### config.mk
export PLATFORM = sky130hd
export DESIGN_NAME = uart_tx_feeder
export DESIGN_NICKNAME = d
export VERILOG_FILES = /design/src/rtl/uart_tx_feeder.sv
export SDC_FILE = /design/constraint.sdc
export NUM_CORES = 1
export LEC_CHECK = 0
export ABC_CLOCK_PERIOD_IN_PS = 4780
export CORE_UTILIZATION = 31
export CTS_CLUSTER_SIZE = 12
export DETAILED_ROUTE_END_ITERATION = 16
export HOLD_SLACK_MARGIN = 0.03
export PLACE_DENSITY = 0.52
export SLEW_MARGIN = 20
export SYNTH_ARGS = -nofsm -noshare
export SYNTH_HDL_FRONTEND = slang
export SYNTH_SLANG_ARGS = --single-unit
### constraint.sdc
create_clock -name clk -period 4.78 [get_ports clk]
set_input_delay 1.195 -clock clk [delete_from_list [all_inputs] [get_ports clk]]
set_output_delay 1.195 -clock clk [all_outputs]
set_load 0.02 [all_outputs]
### src/rtl/uart_tx_feeder.sv
// Byte FIFO in front of a UART transmitter. Issues one byte per frame over a
// request/finish handshake and holds tx_data stable for the whole frame.
module uart_tx_feeder #(
  parameter int DEPTH  = 16,
  parameter int ADDR_W = 4
) (
  input  logic              clk,
  input  logic              rst_n,
  input  logic              wr_valid,
  input  logic [7:0]        wr_data,
  output logic              wr_ready,
  output logic              drop,
  output logic [ADDR_W:0]   count,
  output logic              empty,
  output logic              full,
  output logic              tx_data_request,
  output logic [7:0]        tx_data,
  input  logic              tx_active,
  input  logic              tx_finish
);

  typedef enum logic [1:0] {
    IDLE      = 2'd0,
    WAIT_BUSY = 2'd1,
    WAIT_DONE = 2'd2
  } state_t;

  localparam logic [ADDR_W:0] COUNT_FULL = (ADDR_W + 1)'(DEPTH);

  state_t            state, state_next;
  logic [7:0]        mem [DEPTH];
  logic [ADDR_W-1:0] wr_ptr, rd_ptr;
  logic              wr_en, pop;

  // Flags come from the registered count only, so a same-edge pop never
  // opens room for a write while full.
  assign full     = (count == COUNT_FULL);
  assign empty    = (count == '0);
  assign wr_ready = !full;
  assign wr_en    = wr_valid && !full;

  // NOTE: every output of a combinational block gets a default first, so no
  // path through the case leaves it unassigned and a latch is never inferred.
  always_comb begin
    state_next = state;
    pop        = 1'b0;
    case (state)
      IDLE: begin
        if (!empty && !tx_active) begin
          pop        = 1'b1;
          state_next = WAIT_BUSY;
        end
      end
      WAIT_BUSY: begin
        if (tx_finish)      state_next = IDLE;
        else if (tx_active) state_next = WAIT_DONE;
      end
      WAIT_DONE: begin
        if (tx_finish) state_next = IDLE;
      end
      default: state_next = IDLE;
    endcase
  end

  // NOTE: state registers use non-blocking assignments so every register
  // samples the pre-edge values, independent of statement order.
  always_ff @(posedge clk or negedge rst_n) begin
    if (!rst_n) begin
      state           <= IDLE;
      wr_ptr          <= '0;
      rd_ptr          <= '0;
      count           <= '0;
      tx_data         <= 8'h00;
      tx_data_request <= 1'b0;
      drop            <= 1'b0;
    end else begin
      state           <= state_next;
      tx_data_request <= pop;
      drop            <= wr_valid && full;
      if (wr_en) wr_ptr <= wr_ptr + 1'b1;
      if (pop) begin
        tx_data <= mem[rd_ptr];
        rd_ptr  <= rd_ptr + 1'b1;
      end
      case ({wr_en, pop})
        2'b10:   count <= count + 1'b1;
        2'b01:   count <= count - 1'b1;
        default: ;
      endcase
    end
  end

  // NOTE: the storage array is deliberately left out of reset; the pointers
  // and count define which entries are valid, and an unreset array maps to RAM.
  always_ff @(posedge clk) begin
    if (wr_en) mem[wr_ptr] <= wr_data;
  end

endmodule

==> summary.txt, run 1 <==
Routing
  – Vias per inst: approximately 4.6
  – DRC: 0
  – DR WL/cell: between 15 and 20 microns
  – WL final: 11.83 mm
  – DRT iter0 DRCs: 196
  – Final ANT Viol Nets: 0
  – DRT Pass-1 Iters: 4
  – Detailed-route via count: ~2900

Power
  – Power per cell area: 600.1 nW/um^2
  – Leakage: 2.556 nW
  – VDD IR max: ~0.26 mV

Placement
  – DP Worst Slack: approximately 0.85 ns
  – I/O Buffers: 30
  – Area after DPL: 6789 sq um
  – GPL Wtd Cong: ~0.74
  – Hpwl dp: between 7 and 8 mm

Yosys
  – Synth top area cells: edfxtp_1 62%, dfrtp_1 10%, mux4_2 8.0%
  – Top-area cell type share of the netlist area: 61.99%
  – Main synth FF type: edfxtp_1
  – Synthesized instance count: 321
  – Post-Syn Area: approximately 6200 sq um
  – Sequential area share after synthesis: ~70%
  – Synth cell types: 36
  – Post-synth top area cell: edfxtp_1
  – Synth Warn #: 0
  – Post-Syn Area per Cell: 19.32 sq um
  – Synthesized Nets: 344
  – Ys async rst share: 16.34%
  – EDFF count, synth: ~130
  – Flops & latches, synth: 153
  – Most common cell in the netlist: edfxtp_1
  – Most frequent cells after synthesis: 128 x edfxtp_1, 25 x dfrtp_1, 22 x mux4_2, 20 x nand2_1, 16 x mux2i_1

Clock network
  – Clock sink total: 153
  – H-tree depth: 4
  – CTS root buf: clkbuf_16
  – Clock Path Buffers: 2
  – CTS tree: built
  – CTS resizes: 0
  – # Post-CTS Setup Buffers: 0
  – Total CTS buffers: 17
  – Number of hold buffers added after cts: 0
  – Clock transition at the registers of the reported paths: ~0.06 ns
  – Clk_lat worst skew: 0.42 ns

Critical path
  – Worst path top cell family by delay: compound AO/OA/AOI/OAI gates
  – Cell Chain, Critical Path: clkdlybuf4s50_1, a2111o_1, inv_1, ha_1, fa_1, a21o_1, a21oi_1, mux2i_1, xnor2_1
  – Worst EP required: 5.13 ns
  – Worst Setup Start Kind: primary input
  – Critical path class: in2reg
  – Max stage delay on crit path: about 0.5 ns
  – Critical path buffers and inverters: 2
  – Critical path origin: tx_active
  – R2r startpoint: count[1]$_DFFE_PN0P_
  – Arrival @ worst endpoint: 3.81 ns
  – CP endpoint kind: flop
  – Slowest CP cell: clkdlybuf4s50_1
  – Crit-path max FO: 19

Status
  – Status: finished, final reports clean

Floorplan
  – Die span in x: 143.4 microns
  – Starting density of the core: about a third
  – Full die area: 20570 sq um
  – Row count: 51
  – Area of the core: 19530 sq um
  – Die Ht: ~140 microns
  – I/O pin cnt: 31

Run
  – Max-cap viol count: 0

Worst hold path
  – Hold crit path type: reg2reg
  – Min-delay src: tx_data[1]$_DFFE_PN0P_

Global routing
  – Total congestion overflow: 0
  – Initial antenna violation count: 0
  – First-pass GRT wire length: approximately 18 mm
  – GRT Total Usage: 12.62%
  – Vias in the first global route: between 2000 and 3000
  – Largest net degree at the start of global routing: 27

Timing
  – Slew HR: 36.41%
  – Final Hold Fails: 0
  – Setup Viol. Count Final: 0
  – Worst Setup Slack, final: about 1.3 ns
  – Slew at the pin with the worst max-slew slack: 0.9539 ns
  – Fin crit period: approximately 3.5 ns
  – Final period util: 72.47%
  – Setup_tns: 0 ns
  – Final hold slack: ~0.49 ns
  – Fmax: 288.7 MHz
  – Fin Clk Skew: around 0.0077 ns
  – Final Max Tran Viols: 0
  – RSZ-0062 raised after global routing: false

Finish
  – Share of layout cells above drive strength 1: 19.63%
  – Final Cell Area: ~7400 sq um
  – Antenna cells: 0
  – Nets: 387
  – Area growth from synthesis to layout: 19.03%
## path summary, 6_finish.rpt
kind                            slack (ns)  cells past startpoint                     end
worst max register to register        1.50                      9    count[4]$_DFFE_PN0P_
worst min-delay path                  0.49                      2  tx_data[1]$_DFFE_PN0P_
worst min register to register        0.49                      2  tx_data[1]$_DFFE_PN0P_
min in group asynchronous             1.14                      2    count[0]$_DFFE_PN0P_
worst max-delay path                  1.32                      9    count[4]$_DFFE_PN0P_
max in group asynchronous             3.36                      2   rd_ptr[0]$_DFFE_PN0P_
## area by class of cell
| cell class | count | area (sq um) |
|---|---|---|
| Tap cell | 265 | 331.6 |
| Timing Repair Buffer | 40 | 375.4 |
| Clock buffer | 17 | 425.4 |
| Inverter | 6 | 22.52 |
| Clock inverter | 15 | 166.4 |
| Sequential cell | 153 | 4471 |
| Fill cell | 1802 | 12150 |
| Multi-Input combinational cell | 146 | 1589 |
## power by group
group          internal (mW)  total [mW]  switching (mW)  leakage, nW
Combinational          0.630        1.19           0.560        0.807
Sequential              1.65        1.90           0.244         1.46
Clock                  0.780        1.34           0.561        0.287
Total                   3.06        4.43            1.37         2.56
## stage by stage
stage          util, %  cells  total power [mW]
2_1_floorplan        -    321             2.747
3_3_place_gp     34.77    610             3.117
3_5_place_dp     34.77    610             3.142
4_1_cts          37.80    642             4.489
5_1_grt          37.80    642             4.656
6_report         37.80    642             4.429
## placed cells by master (no fill, tap or decap), types with 3 or more instances in the layout
cell	netlist	routed
dfrtp_1	25	24
nand2_1	20	20
a21oi_1	4	4
mux2_2	8	8
inv_8	0	3
xnor2_1	9	9
ha_1	9	9
clkbuf_16	0	17
mux4_1	10	10
clkinv_4	0	3
nand2b_1	3	3
nor2_1	13	13
nor2b_1	3	3
clkdlybuf4s50_1	0	30
edfxtp_1	128	128
nor3_1	4	4
buf_4	4	10
mux4_2	22	22
o21ai_0	10	10
mux2i_1	16	16
inv_1	6	6
## flip-flops by register name (all words and copies together), names as in the netlist
register / flops
count: 5
drop: 1
mem: 128
rd_ptr: 4
state: 2
tx_data: 8
tx_data_request: 1
wr_ptr: 4
## routing by layer
metal	track usage (%)	wire, microns	vias to the layer above
met4	4.535	197	0
met3	3.832	528	15
li1	-	-	1359
met1	16.40	5356	1496
met2	19.95	5744	56
met5	0	0	-
## tightest hold or removal path: stages, from the launching register on
cell and delay (ns):
dfrtp_1 0.34, nand2_1 0.05, o21ai_0 0.06
## cells by family (layout without fill, tap and decap cells)
group / count (synthesis) / in the layout / synth area share [%]
DFF: 153 / 153 / 72.07
muxes: 56 / 56 / 16.26
and+or+nand+nor: 49 / 49 / 3.652
buffers and inverters: 22 / 78 / 2.300
AOI/OAI and AO/OA: 21 / 21 / 2.159
adders and majority gates: 10 / 10 / 2.139
xor gates and xnor gates: 10 / 10 / 1.413
Power figures use the tool's default switching activity.
==> run 2: changes to the inputs <==
Settings changed: ABC_CLOCK_PERIOD_IN_PS 4780 to 3000, PLACE_DENSITY 0.52 to 0.53.
Clock period 4.78 ns to 3 ns, I/O delays scaled along.
==> run 2 against run 1 <==
Net effect:
- flip-flop and latch count stayed put
- final cell count is 3.3% higher
- largest cell class unchanged
- utilization is 0.95 points higher
- clock skew is 0.0038 ns higher
- clock power is 60% higher
==> summary.txt, run 2 (synthesis gave the netlist of run 1 again) <==
Routing
  – DRT Pass-1 Iters: 4
  – Final ANT Viol Nets: 0
  – DRT iter0 DRCs: between 150 and 200
  – Detailed-route via count: 3026
  – DR WL/cell: 17.93 microns
  – Vias per inst: between 4 and 5
  – WL final: 11.89 mm
  – DRC: 0

Finish
  – Top reg by flops: mem
  – Max FFs per register: 128
  – Largest regs: mem (128), tx_data (8), count (5)
  – Antenna cells: 0
  – Nets: 408
  – Area growth from synthesis to layout: 22.01%
  – Most common cell after layout, fill and taps aside: edfxtp_1
  – Most frequent cells in the layout: 128 x edfxtp_1, 30 x clkdlybuf4s50_1, 30 x buf_4
  – Share of layout cells above drive strength 1: a little under a quarter

Floorplan
  – Starting density of the core: between 30% and 40%
  – Die span in x: 143.4 microns
  – Area of the core: 19530 sq um
  – I/O pin cnt: 31
  – Die Ht: around 140 microns
  – Full die area: just over 20000 sq um
  – Row count: 51

Clock network
  – Number of hold buffers added after cts: 0
  – Clock Path Buffers: 2
  – CTS tree: built
  – Clock sink total: 153
  – Total CTS buffers: 17
  – H-tree depth: 4
  – Clk_lat worst skew: between 0.4 and 0.5 ns
  – Clock transition at the registers of the reported paths: 0.06 ns
  – CTS root buf: clkbuf_16

Critical path
  – Critical path class: reg2out
  – CP endpoint kind: output pin
  – Reg2Reg Depth: 9
  – Arrival @ worst endpoint: 2.12 ns
  – Worst Setup Start Kind: flop
  – Crit-path max FO: 5
  – Reg2reg end: count[4]$_DFFE_PN0P_
  – Worst EP required: ~2.3 ns
  – Flop2flop setup slack: 0.52 ns
  – R2r startpoint: count[0]$_DFFE_PN0P_

Timing
  – Fin Clk Skew: roughly 0.012 ns
  – Setup_tns: 0 ns
  – RSZ-0062 raised after global routing: false
  – Fin crit period: 2.866 ns
  – Setup Viol. Count Final: 0
  – Final Hold Fails: 0
  – Fmax: 349.0 MHz
  – Slew HR: approximately two fifths
  – Slew at the pin with the worst max-slew slack: around 0.91 ns
  – Final Max Tran Viols: 0
  – Final period util: 95.52%

Power
  – Power Total: 7.165 mW
  – Power per cell area: approximately 950 nW/um^2
  – Leakage: about 2.7 nW
  – VDD IR max: 0.5022 mV

Global routing
  – Total congestion overflow: 0
  – Vias in the first global route: 3147
  – GRT Total Usage: between 10% and 20%
  – First-pass GRT wire length: 18.46 mm
  – Initial antenna violation count: 0
  – Largest net degree at the start of global routing: 28

Placement
  – I/O Buffers: 30
  – Hpwl dp: 8.011 mm
  – GPL Wtd Cong: 0.7408

Worst hold path
  – Min-delay src: tx_data[4]$_DFFE_PN0P_
  – Worst Hold Path Cells: 2
  – Hold Path End: tx_data[4]$_DFFE_PN0P_
  – Hold crit path type: reg2reg

Run
  – Max-cap viol count: 0

Status
  – Status: finished, final reports clean
## run 2: cell count changes in the layout (fill, tap and decap cells not counted), sizes merged
cell	change
clkinvlp	-1
clkbuf	+4
bufinv	+1
clkinv	-1
buf	+21
inv	-3
## run 2: metal layers
metal / part of all wire [%] / wire, microns / GRT usage [%] / vias up
met5: 0 / 0 / 0 / -
met4: 1.3 / 153 / 4.367 / 0
met3: 3.0 / 355 / 3.032 / 11
met2: 50 / 5900 / 20.54 / 46
met1: 46 / 5479 / 16.82 / 1569
li1: - / - / - / 1400
## run 2: how the worst max path moves through the flow
stage,cells past startpoint,slack (ns),to,startpoint
floorplan,10,0.23,count[4]$_DFFE_PN0P_,count[1]$_DFFE_PN0P_
global placement,9,0.06,count[4]$_DFFE_PN0P_,tx_active
detailed placement,9,0.04,count[4]$_DFFE_PN0P_,tx_active
CTS,4,0.04,empty,count[1]$_DFFE_PN0P_
global route,4,0.009,empty,count[0]$_DFFE_PN0P_
finish,4,0.13,empty,count[0]$_DFFE_PN0P_
## run 2: worst max-delay path, cell delays in order, from the launching register on
cell             delay (ns)
dfrtp_1                0.48
nor4_4                 0.33
buf_4                  0.18
and2_1                 0.13
clkdlybuf4s50_1        0.60
## run 2: layout make-up
class / count / area (sq um)
multi-input cells: 146 / 1598
inverters: 6 / 22.52
fillers: 1826 / 11960
flip-flops and latches: 153 / 4471
clock buffers: 21 / 450.4
repair buffers: 61 / 545.5
well taps: 265 / 331.6
clock inverters: 11 / 147.6
## run 2: stage by stage
step	worst slack [ns]	instance area [sq um]	instances	hold WS, ns	util [%]
global route	0.009258	7566	663	0.5029	38.75
finish	0.1345	7566	663	0.4757	38.75
CTS	0.04284	7557	663	0.4833	38.70
global placement	0.05545	6959	631	0.4647	35.64
floorplan	0.2279	6201	321	0.4529	-
detailed placement	0.04014	6959	631	0.4709	35.64
## run 2: timing repair
action                     4_1_cts  5_1_grt
resized for setup                0        1
setup endpoints to repair        0        2
setup buffers                    0        0
## run 2: power by group
part	total, mW	leakage (nW)	internal, mW	switching, mW
logic	2.10	0.924	1.09	1.01
registers	2.91	1.46	2.64	0.277
clock network	2.15	0.292	1.33	0.821
total	7.16	2.68	5.06	2.11
==> run 3: changes to the inputs <==
Settings changed: CORE_UTILIZATION 31 to 40, PLACE_DENSITY 0.53 to 0.64.
==> run 3 against run 2 <==
Net effect:
- global-route usage grew 3.9 points
- setup slack gained 0.0021 ns
- combinational power is essentially flat
- largest cell class unchanged
- largest power group unchanged
==> summary.txt, run 3 (synthesis gave the netlist of run 1 again) <==
Timing
  – Fin Clk Skew: around 0.015 ns
  – Setup Viol. Count Final: 0
  – Fin crit period: 2.863 ns
  – Final period util: a little over nine tenths
  – Final Hold Fails: 0
  – Slew at the pin with the worst max-slew slack: 0.8717 ns
  – Slew HR: 41.71%
  – Final Max Tran Viols: 0
  – Final hold slack: 0.4803 ns
  – Fmax: 349.2 MHz
  – RSZ-0062 raised after global routing: false

Placement
  – I/O Buffers: 30
  – GPL Wtd Cong: approximately 0.77
  – Hpwl dp: roughly 7.8 mm
  – Area after DPL: 6843 sq um
  – Cells after DPL: ~550

Worst hold path
  – Hold crit path type: reg2reg

Routing
  – DRC: 0
  – Vias per inst: between 5 and 6
  – DRT Pass-1 Iters: 4
  – DR WL/cell: 20.49 microns
  – Final ANT Viol Nets: 0
  – Detailed-route via count: 3097
  – WL final: between 10 and 15 mm
  – DRT iter0 DRCs: 180

Finish
  – Share of layout cells above drive strength 1: 22.42%
  – Top reg by flops: mem
  – Nets: 407
  – Max FFs per register: 128
  – Largest regs: mem (128), tx_data (8), count (5)
  – Fin util: 48.97%
  – Final std cells w/o fill: 585
  – Antenna cells: 0
  – Most common cell after layout, fill and taps aside: edfxtp_1
  – Final Cell Area: 7417 sq um
  – Area growth from synthesis to layout: 19.61%
  – Most frequent cells in the layout: 128 x edfxtp_1, 30 x buf_4, 29 x clkdlybuf4s50_1

Clock network
  – Total CTS buffers: 17
  – CTS root buf: clkbuf_16
  – Clock sink total: 153
  – Clk_lat worst skew: 0.43 ns
  – CTS tree: built
  – H-tree depth: 4
  – # Post-CTS Setup Buffers: 0
  – Clock Path Buffers: 2
  – Clock transition at the registers of the reported paths: 0.06 ns

Global routing
  – First-pass GRT wire length: ~19 mm
  – GRT Total Usage: 16.65%
  – Vias in the first global route: 3240
  – Initial antenna violation count: 0
  – Total congestion overflow: 0
  – Largest net degree at the start of global routing: 28

Critical path
  – Worst Setup Start Kind: flop
  – Arrival @ worst endpoint: approximately 2.1 ns
  – Worst path top cell family by delay: buffers and inverters
  – Slowest CP cell: clkdlybuf4s50_1
  – Critical path class: reg2out
  – Crit-path max FO: 5
  – Cell Chain, Critical Path: nor4_4, buf_4, nand2_1, inv_1, clkdlybuf4s50_1
  – Critical path buffers and inverters: 3
  – Max stage delay on crit path: 0.59 ns
  – Worst EP required: 2.25 ns
  – CP endpoint kind: output pin

Floorplan
  – Row count: 45
  – I/O pin cnt: 31
  – Die span in x: between 100 and 150 microns
  – Die Ht: between 100 and 150 microns
  – Area of the core: approximately 15000 sq um
  – Starting density of the core: 40.94%
  – Full die area: 16000 sq um

Power
  – Power Total: around 7.1 mW
  – Leakage: 2.656 nW
  – Power per cell area: 952.5 nW/um^2
  – VDD IR max: ~0.51 mV

Run
  – Max-cap viol count: 0

Status
  – Status: finished, final reports clean
run 3: worst reg2reg max path: stages, from the launching register on:
cell	delay (ns)
dfrtp_1	0.46
nor4_4	0.34
a2111o_1	0.20
inv_1	0.06
ha_1	0.24
fa_1	0.43
a21o_1	0.18
a21oi_1	0.19
mux2i_1	0.24
xnor2_1	0.13
run 3: path summary, 6_finish.rpt:
check	from	end	slack, ns	depth (start not counted)
worst max register to register	count[1]$_DFFE_PN0P_	count[4]$_DFFE_PN0P_	0.47	9
min in group asynchronous	rst_n	wr_ptr[0]$_DFFE_PN0P_	0.83	1
max in group asynchronous	rst_n	tx_data[3]$_DFFE_PN0P_	1.53	2
worst min register to register	tx_data[5]$_DFFE_PN0P_	tx_data[5]$_DFFE_PN0P_	0.48	2
worst max-delay path	count[1]$_DFFE_PN0P_	full	0.14	5
worst min-delay path	tx_data[5]$_DFFE_PN0P_	tx_data[5]$_DFFE_PN0P_	0.48	2
run 3: through the flow:
stage | worst slack, ns | TNS, ns
after floorplan | 0.2279 | 0
after CTS | 0.03796 | 0
after global routing | 0.01812 | 0
after detailed placement | -0.01000 | -0.01000
after global placement | 0.05775 | 0
final | 0.1366 | 0
run 3: layout make-up:
class | count | area, sq um
Clock buffer | 19 | 432.9
Clock inverter | 13 | 128.9
Inverter | 6 | 22.52
Fill cell | 1225 | 7729
Timing Repair Buffer | 60 | 528.0
Tap cell | 188 | 235.2
Multi-Input combinational cell | 146 | 1598
Sequential cell | 153 | 4472
run 3: metal layers:
| metal | track usage, % | wire [microns] | up-vias | share of wire, % |
|---|---|---|---|---|
| met5 | 0 | 0 | - | 0 |
| met2 | 27.36 | 6079 | 61 | 51 |
| met3 | 4.682 | 420 | 13 | 3.5 |
| met1 | 21.12 | 5311 | 1626 | 44 |
| li1 | - | - | 1397 | - |
| met4 | 6.237 | 176 | 0 | 1.5 |
run 3: power breakdown:
| group | total (mW) | leakage, nW | internal (mW) | switching (mW) |
|---|---|---|---|---|
| registers | 2.96 | 1.46 | 2.64 | 0.321 |
| logic | 2.08 | 0.930 | 1.09 | 0.991 |
| clock network | 2.03 | 0.265 | 1.21 | 0.812 |
run 3: what timing repair did:
action,in CTS,in global routing
resized for setup,0,3
setup endpoints to repair,0,2
hold buffers,0,0
